[src/rtl/frame_unpacker.sv]
// frame_unpacker: pops 128-bit frames from a FIFO and emits the mask-selected 16-bit words in slot order.
module frame_unpacker #(
  parameter int HOLDOFF_CYCLES = 6
) (
  input  logic         read_clk,
  input  logic         reset,
  input  logic         enable,
  input  logic [7:0]   chan_mask,
  input  logic         fifo_ready,
  output logic         frame_pop,
  input  logic [127:0] frame_data_in,
  output logic [15:0]  word_data,
  output logic [2:0]   word_index,
  output logic         word_valid,
  output logic         word_last,
  input  logic         word_ready,
  output logic [15:0]  frame_count,
  output logic         busy
);
  typedef enum logic [2:0] {IDLE, POP, CAPTURE, SEND, HOLDOFF} state_t;
  state_t state, state_nx;
  logic fifo_ready_meta, ready_s;
  logic [127:0] frame_reg;
  logic [7:0] mask_reg, mask_above;
  logic [2:0] idx;
  logic [7:0] hold_cnt;
  function automatic logic [2:0] lowest(input logic [7:0] m);
    lowest = 3'd0;
    for (int i = 7; i >= 0; i--) if (m[i]) lowest = 3'(i);
  endfunction
  // captured-mask bits strictly above the current slot
  assign mask_above = mask_reg & ~((8'd2 << idx) - 8'd1);
  assign word_valid = state == SEND;
  assign word_last = word_valid && mask_above == 8'd0;
  assign word_data = word_valid ? frame_reg[{idx, 4'b0} +: 16] : 16'd0;
  assign word_index = word_valid ? idx : 3'd0;
  assign frame_pop = state == POP;
  assign busy = state != IDLE;
  always_comb begin
    state_nx = state;
    case (state)
      IDLE:    state_nx = (enable && ready_s) ? POP : IDLE;
      POP:     state_nx = CAPTURE;
      CAPTURE: state_nx = (chan_mask == 8'd0) ? HOLDOFF : SEND;
      SEND:    state_nx = (word_ready && word_last) ? HOLDOFF : SEND;
      HOLDOFF: state_nx = (hold_cnt == 8'd1) ? IDLE : HOLDOFF;
      default: state_nx = IDLE;
    endcase
  end
  always_ff @(posedge read_clk)
    if (reset) state <= IDLE;
    else state <= state_nx;
  always_ff @(posedge read_clk) begin
    if (reset) begin
      fifo_ready_meta <= 1'b0;
      ready_s <= 1'b0;
      frame_reg <= '0;
      mask_reg <= 8'd0;
      idx <= 3'd0;
      hold_cnt <= 8'd0;
      frame_count <= 16'd0;
    end else begin
      fifo_ready_meta <= fifo_ready;
      ready_s <= fifo_ready_meta;
      if (state == CAPTURE) begin
        frame_reg <= frame_data_in;
        mask_reg <= chan_mask;
        idx <= lowest(chan_mask);
      end
      if (state == SEND && word_ready && !word_last) idx <= lowest(mask_above);
      if ((state == CAPTURE && chan_mask == 8'd0) || (state == SEND && word_ready && word_last))
        frame_count <= frame_count + 16'd1;
      if (state != HOLDOFF && state_nx == HOLDOFF) hold_cnt <= 8'(HOLDOFF_CYCLES);
      else if (state == HOLDOFF) hold_cnt <= hold_cnt - 8'd1;
    end
  end
endmodule

[config.mk]
export PLATFORM = sky130hd
export DESIGN_NAME = frame_unpacker
export DESIGN_NICKNAME = d
export VERILOG_FILES = /design/src/rtl/frame_unpacker.sv
export SDC_FILE = /design/constraint.sdc
export NUM_CORES = 1
export LEC_CHECK = 0
export ABC_AREA = 1
export CORE_ASPECT_RATIO = 0.5
export CORE_MARGIN = 1
export CORE_UTILIZATION = 50
export DETAILED_ROUTE_END_ITERATION = 8
export PLACE_DENSITY = 0.8
export SLEW_MARGIN = 20
export SYNTH_ARGS = -nofsm -noshare
export SYNTH_HDL_FRONTEND = slang
export SYNTH_SLANG_ARGS = --single-unit
export TNS_END_PERCENT = 20
[constraint.sdc]
create_clock -name read_clk -period 3.58 [get_ports read_clk]
set_input_delay 0.716 -clock read_clk [delete_from_list [all_inputs] [get_ports read_clk]]
set_output_delay 0.716 -clock read_clk [all_outputs]
set_load 0.01 [all_outputs]
==> impl_summary.md <==
Pwr
The standby leakage power is 3.86 nW. The largest vdd supply drop is 0.412 mV. The power after layout is 0.00448 W. The total power per unit cell area is between 400 and 500 nW/um^2.

Synthesis
Of the synthesized area, sequential elements account for 0.452. The cell count after synthesis is 993. The fraction of the mapped netlist area in simple logic gates is 0.175. The portion of netlist area occupied by mux cells is 0.

By area, the combinational part of the netlist is dominated by compound AO/OA/AOI/OAI gates. The number of nets handed over by synthesis was approximately 1100. Of the total synthesized cell area, the portion taken by XOR and XNOR cells is 0.0225. The compound-gate portion of the synthesized area is 0.252. In the synthesized netlist the async set-or-reset flop fraction comes to 0. The number of different library cells in the post-synthesis netlist is 34. The synthesized netlist occupies a cell area of 7390 um^2. Yosys printed 0 warnings.

In this run the mean area of a mapped cell was roughly 7.4 um^2. The main flop type after synthesis is sky130_fd_sc_hd__dfxtp_1. Of the total synthesized cell area, the portion taken by full adders, half adders and majority gates is 0.00677. The number of flops mapped to enable cells by yosys is 0. Synthesis inferred 167 register bits.

Setup path
The type of origin of the critical path is a flip-flop. The type of the worst setup path is reg -> out. STA puts the critical path data required time at 2860 ps.

For the worst setup path, the data arrival time is 2630 ps. In this run the critical register-to-register path is launched from idx[1]$_SDFFE_PP0P_. The worst setup path is captured at an output port.

The cell count of the worst reg-to-reg path is 15. The register-to-register setup slack is 1030 ps. The capture instance of the worst register-to-register path is hold_cnt[0]$_SDFFE_PP0N_. Along the worst path, the maximum fanout reaches 12.

STA
The final worst clock skew is between 8 and 9 ps. The smallest setup slack after layout is about 230 ps. The worst slew slack as a fraction of its limit is 0.414. For the pin with the worst max-slew slack, the measured transition is ~880 ps. Setup repair after global routing left no endpoint under its margin. The count of pins over their slew limit came to 0. The hold slack is 423 ps. The number of setup violations in the final report is 0.

The post-route fraction of the period consumed by the critical path is 0.935. The maximum operating frequency is 299 MHz. The hold violation total from the final report is 0. The total negative setup slack is 0 ps.

The worst path in the final design needs a cycle of roughly 3300 ps, including I/O delays and setup.

Routing
The detailed router finished its first iteration with 744 violations. After detailed routing, the number of remaining DRC violations is 0. In the final routed layout, each cell accounts on average for 16.0 um. The final layout contains routed wiring with a total length of 21500 um.

The detailed-route vias per instance is 5.53. The routed layout has 7446 vias. The count of nets left with antenna violations once routing finished came out at 0. Before antenna repair, the detailed router went through 5 iterations.

CTS
After clock tree synthesis, the clock-pin slew on the worst setup and hold paths is 70 ps. The post-cts hold buffer count is 0. In this run the post-CTS setup repair buffer count came out at 0.

The number of clock sinks is between 150 and 200. The clock tree synthesis step divided the H-tree into 4 levels. The library cell used as clock root buffer is sky130_fd_sc_hd__clkbuf_16. The clock tree from TritonCTS is yes. The CTS buffer count is 17. For the worst-skew pair, the clock arrives at the later sink with an insertion delay of 410 ps. The clock passes through at most 2 buffers.

Global route
The number of global-route vias before repair was 7036. The initial antenna violation count is 0. The global-route wire length before repair is 34900 um. For this run, the total global-route usage over all layers was measured as 0.286. Entering global routing, the biggest net connects 95 pins.

The total overflow left after global routing is 0.

Min path
The kind of path behind the tightest hold check is reg -> reg. The worst hold endpoint is ready_s$_SDFF_PP0_. The worst hold path startpoint is fifo_ready_meta$_SDFF_PP0_. The worst hold path stage count is 2.

Floorplan
The die width is 174 um. The area of the die is 15300 um^2. The floorplan die height is a little under 90 um. After floorplanning, the core was divided into 30 placement rows. For this configuration, the core starts out at a cell density of 0.528.

The core area is ~14000 um^2. 180 I/O pins were placed.

Placed design
The final RePlAce weighted congestion is 0.891. Once detailed placement completed, the half-perimeter wirelength came to 15100 um. The area of placed instances is 9330 um^2. The worst-case setup slack after placement is approximately 600 ps. Buffers placed on the I/O ports in this run total 179.

Finish
The count of antenna diodes in the layout is 0. Compared with the post-synthesis result, the final layout area differs by 34.5%. The fraction of final layout cells sized beyond drive strength 1 is 0.0571. The cell area after layout is 9940 um^2. The number of fill cells in the layout is 1097. In the final layout, flip-flops and latches occupy 3350 um^2. The flip-flop count of the largest register, all copies and words added is around 130. For this run, the post-layout net count is about 1300. In the final layout, the multi-input gates occupy 3380 um^2.

Run status
The flow ran to the end, and the final reports show no timing, DRC or antenna violations.

Flow run
Across the run, the number of max-cap violations was 0.
==> metal layers <==
metal | wire, um | track usage | vias up
li1 | - | - | 3639
met1 | 9690 | 0.384 | 3469
met2 | 9960 | 0.480 | 306
met3 | 1570 | 0.0495 | 32
met4 | 317 | 0.0813 | 0
met5 | 0 | 0 | -
==> cell usage in the layout (no fill, tap or decap), drive strengths merged <==
master,netlist,final
nand2,75,75
nor4,3,3
clkinvlp,0,1
ha,4,4
o221ai,32,32
or3,1,1
xor2,11,11
xnor2,8,8
clkinv,2,2
bufinv,0,2
nand3,33,33
nand3b,1,1
a31oi,2,2
clkdlybuf4s50,0,179
a22o,16,16
nor2,177,177
o21ai,144,144
a22oi,32,32
inv,108,119
a21oi,92,92
o211ai,1,1
clkbuf,55,18
dfxtp,167,167
nor3,8,8
nand4,9,9
or2,1,1
buf,11,17
==> repair_timing <==
item                                   in CTS  in global routing
endpoints found under the hold margin       0                  0
gates resized for setup                     0                  2
setup endpoints to repair                   0                  1
==> layout make-up <==
cell class,instances,share of cell area
clock buffers,18,0.0442
multi-input cells,650,0.340
inverters,110,0.0419
repair buffers,196,0.196
well taps,192,0.0242
flip-flops and latches,167,0.336
clock inverters,14,0.0177
==> metrics by stage <==
| stage | std cells | util |
|---|---|---|
| after floorplan | 993 | - |
| after global placement | 1315 | 0.666 |
| after detailed placement | 1315 | 0.666 |
| after CTS | 1347 | 0.710 |
| after global routing | 1347 | 0.710 |
| final | 1347 | 0.710 |
==> cell families (layout without fill, tap and decap cells) <==
kind of cell | Yosys count | in the layout
compound gates | 319 | 319
xor+xnor | 19 | 19
fa+ha+maj | 4 | 4
buf+inv | 176 | 338
flops | 167 | 167
simple gates | 308 | 308
==> report_power, final <==
| part | switching, W | leakage [nW] | internal, W |
|---|---|---|---|
| clock | 0.000821 | 0.302 | 0.00108 |
| sequential | 0.0000508 | 1.36 | 0.00196 |
| combinational | 0.000300 | 2.21 | 0.000259 |
==> synth_stat cells (9+ instances only) <==
cell | number | area share
sky130_fd_sc_hd__a21oi_1 | 92 | 0.062
sky130_fd_sc_hd__a22o_1 | 16 | 0.019
sky130_fd_sc_hd__a22oi_1 | 32 | 0.032
sky130_fd_sc_hd__clkbuf_1 | 55 | 0.028
sky130_fd_sc_hd__dfxtp_1 | 167 | 0.45
sky130_fd_sc_hd__inv_1 | 106 | 0.054
sky130_fd_sc_hd__nand2_1 | 71 | 0.036
sky130_fd_sc_hd__nand3_1 | 33 | 0.022
sky130_fd_sc_hd__nand4_1 | 9 | 0.0076
sky130_fd_sc_hd__nor2_1 | 174 | 0.088
sky130_fd_sc_hd__o21ai_0 | 143 | 0.097
sky130_fd_sc_hd__o221ai_1 | 32 | 0.038
sky130_fd_sc_hd__xor2_1 | 11 | 0.013
==> worst max path at each step <==
| stage | startpoint | to | slack [ps] |
|---|---|---|---|
| global route | idx[2]$_SDFFE_PP0P_ | word_last | 10 |
| detailed placement | idx[1]$_SDFFE_PP0P_ | word_last | 620 |
| CTS | idx[1]$_SDFFE_PP0P_ | word_last | 160 |
| finish | idx[1]$_SDFFE_PP0P_ | word_last | 230 |
| global placement | idx[1]$_SDFFE_PP0P_ | word_last | 630 |
| floorplan | idx[0]$_SDFFE_PP0P_ | word_last | 860 |
==> critical path, cell delays in order (launching register included) <==
cell and delay, ps:
sky130_fd_sc_hd__dfxtp_2 380, sky130_fd_sc_hd__nor2_4 260, sky130_fd_sc_hd__nand2_1 90, sky130_fd_sc_hd__ha_1 260, sky130_fd_sc_hd__inv_1 110, sky130_fd_sc_hd__nand3_1 100, sky130_fd_sc_hd__nand2_1 90, sky130_fd_sc_hd__nor2_1 50
sky130_fd_sc_hd__nor2_2 110, sky130_fd_sc_hd__nand2_2 90, sky130_fd_sc_hd__nor2_4 130, sky130_fd_sc_hd__clkdlybuf4s50_1 550
Note: power is estimated with default switching activity, not from simulation.
